File: src/rtl/mem_arb_pkg.sv
// mem_arb_pkg: shared types and defaults for the two-port burst memory arbiter.
//   arb_state_t   : arbiter FSM states (idle, transferring, burst complete)
//   client_t      : identifies one of the two clients
//   DEF_BEATS     : default bytes per burst (one cache line)
//   DEF_TIMEOUT   : default cycles to wait for ready_mem on a single beat
//   client_onehot : converts a client id into a one-hot two-bit vector
package mem_arb_pkg;

    localparam int DEF_BEATS   = 4;
    localparam int DEF_TIMEOUT = 64;

    typedef enum logic [1:0] {
        ST_IDLE = 2'd0,
        ST_XFER = 2'd1,
        ST_DONE = 2'd2
    } arb_state_t;

    typedef logic client_t;

    function automatic logic [1:0] client_onehot(input client_t c);
        return c ? 2'b10 : 2'b01;
    endfunction

endpackage

File: src/rtl/mem_arb_rr.sv
// mem_arb_rr: two-way round-robin selector.
//   req         : legal, eligible requests from client 0 / client 1
//   last_served : client that owned the previous burst
//   sel         : one-hot winner, all-zero when nobody requests
module mem_arb_rr
    import mem_arb_pkg::*;
(
    input  logic [1:0] req,
    input  client_t    last_served,
    output logic [1:0] sel
);

    // A lone requester always wins; on a tie the client that was not
    // served last gets the port.
    always_comb begin
        sel = 2'b00;
        if (req == 2'b11) begin
            sel = last_served ? 2'b01 : 2'b10;
        end else begin
            sel = req;
        end
    end

endmodule

File: src/rtl/mem_arb_2p.sv
// mem_arb_2p: arbitrates two clients onto one byte-wide memory port, moving
// a whole cache line (BEATS bytes) per grant as a read or write burst.
//   clock, reset            : rising-edge clock, asynchronous active-high reset
//   req_rd, req_wr          : per-client burst read / write requests (level)
//   req_addr0, req_addr1    : per-client line address, bits [1:0] ignored
//   wdata0, wdata1          : per-client write byte for the current beat
//   grant, beat             : one-hot port owner, beat index inside the burst
//   rdata, rvalid           : registered read byte and per-client valid strobe
//   done, err               : per-client burst-complete and error strobes
//   addr_mem, rd_mem, wr_mem, wdata_mem, rdata_mem, ready_mem : memory port
module mem_arb_2p
    import mem_arb_pkg::*;
#(
    parameter int BEATS   = DEF_BEATS,
    parameter int TIMEOUT = DEF_TIMEOUT
) (
    input  logic        clock,
    input  logic        reset,
    input  logic [1:0]  req_rd,
    input  logic [1:0]  req_wr,
    input  logic [15:0] req_addr0,
    input  logic [15:0] req_addr1,
    input  logic [7:0]  wdata0,
    input  logic [7:0]  wdata1,
    output logic [1:0]  grant,
    output logic [1:0]  beat,
    output logic [7:0]  rdata,
    output logic [1:0]  rvalid,
    output logic [1:0]  done,
    output logic [1:0]  err,
    output logic [15:0] addr_mem,
    output logic        rd_mem,
    output logic        wr_mem,
    output logic [7:0]  wdata_mem,
    input  logic [7:0]  rdata_mem,
    input  logic        ready_mem
);

    localparam int            TW        = $clog2(TIMEOUT + 1);
    localparam logic [1:0]    LAST_BEAT = 2'(BEATS - 1);
    localparam logic [TW-1:0] TMO_LAST  = TW'(TIMEOUT - 1);

    arb_state_t    state_q, state_d;
    client_t       owner_q, owner_d;
    client_t       last_q, last_d;
    logic [13:0]   line_q, line_d;
    logic          dir_wr_q, dir_wr_d;
    logic [1:0]    beat_q, beat_d;
    logic [TW-1:0] tmo_q, tmo_d;
    logic [1:0]    grant_q, grant_d;
    logic [7:0]    rdata_q, rdata_d;
    logic [1:0]    rvalid_q, rvalid_d;
    logic [1:0]    done_q, done_d;
    logic [1:0]    err_q, err_d;
    logic [1:0]    illegal_q;
    logic          armed_q;

    logic [1:0]    illegal;
    logic [1:0]    legal;
    logic [1:0]    rr_sel;
    logic          unused_addr_bits;

    assign unused_addr_bits = ^{req_addr0[1:0], req_addr1[1:0]};

    // A client asking for read and write at once is illegal and never
    // eligible. Arbitration is also held off for the first edge after reset
    // so the earliest grant lands on the second edge.
    assign illegal = req_rd & req_wr;
    assign legal   = (req_rd ^ req_wr) & {2{armed_q}};

    mem_arb_rr u_rr (
        .req         (legal),
        .last_served (last_q),
        .sel         (rr_sel)
    );

    // Register bank: every piece of arbiter state, including the FSM state,
    // clears asynchronously so a mid-burst reset drops the port immediately.
    always_ff @(posedge clock or posedge reset) begin
        if (reset) begin
            state_q   <= ST_IDLE;
            owner_q   <= 1'b0;
            last_q    <= 1'b1;
            line_q    <= '0;
            dir_wr_q  <= 1'b0;
            beat_q    <= '0;
            tmo_q     <= '0;
            grant_q   <= '0;
            rdata_q   <= '0;
            rvalid_q  <= '0;
            done_q    <= '0;
            err_q     <= '0;
            illegal_q <= '0;
            armed_q   <= 1'b0;
        end else begin
            state_q   <= state_d;
            owner_q   <= owner_d;
            last_q    <= last_d;
            line_q    <= line_d;
            dir_wr_q  <= dir_wr_d;
            beat_q    <= beat_d;
            tmo_q     <= tmo_d;
            grant_q   <= grant_d;
            rdata_q   <= rdata_d;
            rvalid_q  <= rvalid_d;
            done_q    <= done_d;
            err_q     <= err_d;
            illegal_q <= illegal;
            armed_q   <= 1'b1;
        end
    end

    // Next-state logic. An illegal request raises err once, on the cycle it
    // first appears, rather than every cycle it is held. In XFER each beat
    // waits for ready_mem; a long enough run of not-ready cycles abandons the
    // burst straight back to IDLE without a done pulse.
    always_comb begin
        state_d  = state_q;
        owner_d  = owner_q;
        last_d   = last_q;
        line_d   = line_q;
        dir_wr_d = dir_wr_q;
        beat_d   = beat_q;
        tmo_d    = tmo_q;
        grant_d  = grant_q;
        rdata_d  = rdata_q;
        rvalid_d = '0;
        done_d   = '0;
        err_d    = illegal & ~illegal_q;

        case (state_q)
            ST_IDLE: begin
                grant_d = '0;
                if (|rr_sel) begin
                    state_d  = ST_XFER;
                    owner_d  = rr_sel[1];
                    last_d   = rr_sel[1];
                    grant_d  = rr_sel;
                    line_d   = rr_sel[1] ? req_addr1[15:2] : req_addr0[15:2];
                    dir_wr_d = rr_sel[1] ? req_wr[1] : req_wr[0];
                    beat_d   = '0;
                    tmo_d    = '0;
                end
            end
            ST_XFER: begin
                if (ready_mem) begin
                    tmo_d = '0;
                    if (!dir_wr_q) begin
                        rdata_d  = rdata_mem;
                        rvalid_d = client_onehot(owner_q);
                    end
                    if (beat_q == LAST_BEAT) begin
                        beat_d  = '0;
                        state_d = ST_DONE;
                        done_d  = client_onehot(owner_q);
                    end else begin
                        beat_d = 2'(beat_q + 2'd1);
                    end
                end else if (tmo_q == TMO_LAST) begin
                    state_d = ST_IDLE;
                    grant_d = '0;
                    beat_d  = '0;
                    tmo_d   = '0;
                    err_d   = err_d | client_onehot(owner_q);
                end else begin
                    tmo_d = tmo_q + 1'b1;
                end
            end
            ST_DONE: begin
                state_d = ST_IDLE;
                grant_d = '0;
            end
            default: begin
                state_d = ST_IDLE;
                grant_d = '0;
            end
        endcase
    end

    // Memory-side strobes follow the state directly so they fall the same
    // cycle the burst ends or is aborted.
    always_comb begin
        rd_mem    = (state_q == ST_XFER) && !dir_wr_q;
        wr_mem    = (state_q == ST_XFER) && dir_wr_q;
        wdata_mem = owner_q ? wdata1 : wdata0;
        addr_mem  = {line_q, beat_q};
    end

    assign grant  = grant_q;
    assign beat   = beat_q;
    assign rdata  = rdata_q;
    assign rvalid = rvalid_q;
    assign done   = done_q;
    assign err    = err_q;

endmodule

File: config.mk
export PLATFORM = sky130hd
export DESIGN_NAME = mem_arb_2p
export DESIGN_NICKNAME = d
export VERILOG_FILES = /design/src/rtl/mem_arb_pkg.sv /design/src/rtl/mem_arb_rr.sv /design/src/rtl/mem_arb_2p.sv
export SDC_FILE = /design/constraint.sdc
export NUM_CORES = 1
export LEC_CHECK = 0
export ABC_AREA = 1
export BUFFER_PORTS_ARGS = -buffer_cell sky130_fd_sc_hd__clkbuf_2
export CAP_MARGIN = 20
export CELL_PAD_IN_SITES_DETAIL_PLACEMENT = 1
export CELL_PAD_IN_SITES_GLOBAL_PLACEMENT = 1
export CORE_UTILIZATION = 32
export DETAILED_ROUTE_END_ITERATION = 16
export PLACE_DENSITY_LB_ADDON = 0.1
export SYNTH_ARGS = -nofsm -noshare
export SYNTH_HDL_FRONTEND = slang
export SYNTH_HIERARCHICAL = 1
export SYNTH_SLANG_ARGS = --single-unit
File: constraint.sdc
create_clock -name clock -period 1.6 [get_ports clock]
set_clock_uncertainty 0.15 [all_clocks]
set_input_delay 0.08 -clock clock [delete_from_list [all_inputs] [get_ports clock]]
set_output_delay 0.08 -clock clock [all_outputs]
set_load 0.005 [all_outputs]
### Word-level counts from Yosys, hierarchy flattened

Cells that the tools add are included.
Widths: inputs -> output; s select.

* add/sub/neg operators: 2
* equal/unequal tests: 9
* mux-type cells: 31
* bitwise operators: 7
* reduce and logical (&&, ||, !) cells: 12

Operators with widths (count)
* $mux 2: 21
* $mux 7: 3
* $mux 14: 1
* $pmux 7 s2: 1
* $pmux 2 s2: 3
* $reduce_and 3->1: 3
* $mux 8: 1
* $add 7x1->7 const B: 1
* $eq 7x6->1 const B: 1
* $and 2x2->2: 3
* $ne 2x2->1 const B: 3
* $ne 3x3->1 const B: 2
* $reduce_and 2->1: 3
* $eq 2x2->1 const B: 2
* $add 2x1->2 const B: 1
* $eq 2x1->1 const B: 1
* $logic_and 1x1->1: 2
* $logic_not 2->1: 1
* $not 2->2: 1
* $or 2x2->2: 1
* $reduce_bool 2->1: 1
* $reduce_or 2->1: 1
* $xor 2x2->2: 1
* $logic_not 1->1: 1
* 2 further kinds: 2

* flip-flop bits (word level): 47
* bits of input ports: 63
* output and inout port bits: 44

### Logic depth before layout (Yosys ltp)

* depth after elaboration: 7
* gate-level depth with buffers: 14

### Hierarchy

Netlist, hierarchy kept.

Modules (own cells, without submodules)
* mem_arb_2p: times used 1, cells an instance 277, area each 2260.9 um^2, seq. area each 1177.4 um^2
* mem_arb_rr: times used 1, cells an instance 5, area each 21.3 um^2, seq. area each 0.0 um^2

### Worst setup path after synthesis

No wires, ideal clock.

* path type: input to register
* start point: input port req_rd[1]
* end point: register dir_wr_q
* setup time: 0.130 ns
* arrival time: 1.238 ns
* required time: 1.320 ns
* slack: 0.082 ns
* stages on the path: 12
* cells stage by stage: ha_1 -> nand2_1 -> inv_1 -> inv_1 -> a21oi_1 -> buf_4 -> inv_4 -> nand2_2 -> nand2_4 -> inv_4 -> buf_2 -> a31oi_1

* word-level cells in the longest chain between the ends: 6

RTL lines
* start: declaration: line mem_arb_2p.sv:19 `input logic [1:0] req_rd,`
* $xor 2x2->2 (*): line mem_arb_2p.sv:69 `assign legal = (req_rd ^ req_wr) & {2{armed_q}};`
* $and 2x2->2 (*): line mem_arb_2p.sv:69
* named net legal[1]: line mem_arb_2p.sv:59 `logic [1:0] legal;`
* $eq 2x2->1: line mem_arb_rr.sv:17 `if (req == 2'b11) begin`
* $mux 2 (*): line mem_arb_rr.sv:17
* named net rr_sel[1]: line mem_arb_2p.sv:60 `logic [1:0] rr_sel;`
* $reduce_or 2->1: line mem_arb_2p.sv:134 `if (|rr_sel) begin`
* $reduce_and 2->1 (no line)
* end signal: assignment: line mem_arb_2p.sv:100 `dir_wr_q <= dir_wr_d;`
* end: declaration: line mem_arb_2p.sv:47 `logic dir_wr_q, dir_wr_d;`

The timed path passes the listed nets; every way through them passes the cells marked *.
A chain may end at the register's enable or synchronous reset.

### Final worst setup path

* start point: register armed_q
* end point: register line_q[3]

* word-level cells in the longest chain between the ends: 5

RTL lines
* start: declaration: line mem_arb_2p.sv:56 `logic armed_q;`
* start signal: assignment: line mem_arb_2p.sv:94 `armed_q <= 1'b0;`
* start signal: assignment: line mem_arb_2p.sv:109 `armed_q <= 1'b1;`
* $and 2x2->2: line mem_arb_2p.sv:69
* named net legal[1]: line mem_arb_2p.sv:59
* $eq 2x2->1: line mem_arb_rr.sv:17
* $mux 2: line mem_arb_rr.sv:17
* named net rr_sel[0]: line mem_arb_2p.sv:60
* $reduce_or 2->1: line mem_arb_2p.sv:134
* $reduce_and 2->1 (no line)
* end signal: assignment: line mem_arb_2p.sv:99 `line_q <= line_d;`
* end: declaration: line mem_arb_2p.sv:46 `logic [13:0] line_q, line_d;`

The timed path passes the listed nets, and every way through them passes these cells.

==> results.cfg <==
[finish]
layout-drive-gt1-share_pct = 36.1
diodes = 0
finish.instance_area_um2 = 3610
final_nets = 509
layout_commonest_cell = clkbuf_2
most-common-layout-cells = clkbuf_2, nand2_1, dfrtp_1
syn2layout_area_growth_pct = 58.2
n_fill_cell = 863

[setup_path]
end_kind = flip-flop
crit_fanout = 31
crit_type = reg -> reg
critPathLaunchType = flip-flop
required_ns = 1.67
crit_arrival_ns = 1.63

[cts]
cts_tree = done
cts-htree-levels = 2
cts_buffers = 5
cts.sinks = 47
cts-root-buf = clkbuf_8
clk_pin_slew_ns = 0.09
clockBufferDepth = 2
clkLatencyLatePin_ns = 0.30

[synth]
synth_area_um2 = 2280
synth_area_per_cell_um2 = 8.09
yosysUniqueCellTypes = 26
ys_seq_area_share_pct = 51.6
synthFlopType = dfrtp_1
synth_top_family_by_area = simple AND/OR/NAND/NOR gates
async_reset_ff_share_pct = 100
synthCells = 282
synth_xor_area_share_pct = 0
synth_edf_count = 0
synthAdderAreaFrac_pct = 2.19
ys_seq_elements = 47
yosys_warnings = 6
synth_nets = 349
synth-simple-area-share_pct = 31.4
synth.area.mux_share_pct = 0
synth_compound_area_share_pct = 6.52

[timing]
fin_crit_ns = 1.56
rsz0062_at_grt = true
min_period_over_period_pct = 97.6
fmaxAchievable_mhz = 641
final-setup-viol-count = 0
hold_viol = 0
slew_viol_final = 0
fin_hold_ws_ns = 0.0437

[floorplanning]
placementRows = 30
coreArea_um2 = 6830
io_pins = 107
initial_core_util_pct = 33.4
die_h_um = 86.5
dieArea_um2 = 7470
die_x_um = 86.5

[pwr]
ir_drop_v = 0.000425
cellPowerDensity_nw_per_um2 = 1360
leakage_nw = 1.94

[hold_path]
hold_path_class = in -> reg

[global_route]
antenna_found_initial = 0
grt_max_degree = 32
grt_first_pass_wirelength_um = 10900
grt_usage_pct = 18.8
grt_pass1_vias = 2377
grt_overflow_total = 0

[placement]
hpwl_um = 4660
gp_congestion = 0.774
placed_cell_area_um2 = 2940
io_buffers = 102

[detailed_routing]
drtAntennaViolNets = 0
vias = 2421
drt_first_pass_iters = 4
routed_via_density = 4.49
post-route-drc-count = 0
finalWirelength_um = 7120
detail_route.wl_per_cell_um = 13.2
dr.first_iter.drc_count = 47

[outcome]
status = finished clean

[job]
max_cap_viol_count = 0
cell type report:
cell class                      count  area, µm²  area share [%]
Clock buffer                        7       96.3            2.67
Inverter                           29        128            3.54
Multi-Input combinational cell    196        997            27.6
Sequential cell                    47       1180            32.6
Clock inverter                      1       7.51           0.208
Tap cell                           96        120            3.33
Timing Repair Buffer              163       1080            30.0
layer usage:
| metal | routed length (µm) | GRT usage, % | vias to the layer above |
|---|---|---|---|
| met5 | 0 | 0 | - |
| met4 | 131 | 7.88 | 0 |
| met3 | 325 | 3.24 | 10 |
| met2 | 3780 | 33.9 | 75 |
| met1 | 2880 | 22.1 | 1132 |
| li1 | - | - | 1204 |
synth_stat cells (3+ instances only):
| master | instances | area, µm² |
|---|---|---|
| nand2_1 | 105 | 394 |
| nand2_2 | 4 | 25.0 |
| nor2_1 | 24 | 90.1 |
| clkbuf_1 | 3 | 11.3 |
| nand4_1 | 4 | 25.0 |
| nand3_1 | 17 | 85.1 |
| a31oi_1 | 15 | 93.8 |
| buf_2 | 3 | 15.0 |
| inv_1 | 26 | 97.6 |
| ha_1 | 4 | 50.1 |
| a21oi_1 | 3 | 15.0 |
| dfrtp_1 | 46 | 1150 |
| buf_4 | 3 | 22.5 |
| o21ai_0 | 8 | 40.0 |
registers in the layout, indices dropped and copies added (netlist names):
name and flops:
state_q 2, tmo_q 7, last_q 1, line_q 14, beat 2, armed_q 1, illegal_q 2, err 2
rvalid 2, owner_q 1, grant 2, rdata 8, done 2, dir_wr_q 1
stage by stage:
| step | std cells | setup TNS, ns | worst slack [ns] | util, % | total power, mW |
|---|---|---|---|---|---|
| 4_1_cts | 529 | 0 | 0.0121 | 50.7 | 4.69 |
| 2_1_floorplan | 282 | 0 | 0.0824 | - | 2.95 |
| 6_report | 539 | 0 | 0.0388 | 52.8 | 4.89 |
| 3_5_place_dp | 480 | -4.31 | -0.239 | 43.0 | 3.77 |
| 5_1_grt | 539 | -1.35 | -0.0934 | 52.8 | 5.29 |
| 3_3_place_gp | 480 | -2.25 | -0.119 | 43.0 | 3.70 |
report_power, final:
part | switching, mW | internal (mW) | leakage (nW)
combinational | 1.23 | 0.990 | 1.31
clock | 0.402 | 0.393 | 0.0505
sequential | 0.288 | 1.60 | 0.584
logic make-up (layout without fill, tap and decap cells):
logic type      after synthesis  in the layout
simple gates                164            165
flops                        47             47
buf+inv                      40            200
compound gates               26             26
fa+ha+maj                     4              4
other cells                   1              1
final timing paths:
| kind | from | endpoint | slack (ns) | cells after the start |
|---|---|---|---|---|
| max reg2reg | armed_q | line_q[3] | 0.04 | 11 |
| min | ready_mem | rdata[6] | 0.04 | 3 |
| max | armed_q | line_q[3] | 0.04 | 11 |
| min reg2reg | illegal_q[1] | err[1] | 0.28 | 1 |
| min in group asynchronous | reset | line_q[9] | 0.09 | 3 |
| max in group asynchronous | reset | last_q | 0.65 | 4 |
repair_timing:
item                                    CTS  global route
pin swaps                                 0            11
hold endpoints to repair                 71             0
cloned                                    0             1
endpoints found under the setup margin   20            26
hold buffers                             41             0
resized for setup                         4            19
setup buffers                             0             9
critical path: stages (launching register included):
cell	delay [ns]
dfrtp_1	0.39
nand2_1	0.07
inv_1	0.06
inv_2	0.08
nand2_2	0.06
nand2_2	0.08
inv_2	0.05
nand2_4	0.09
nand2_8	0.09
clkinv_8	0.14
nor2_1	0.06
a31oi_1	0.16
No activity file was read; power rests on OpenSTA's default activity.
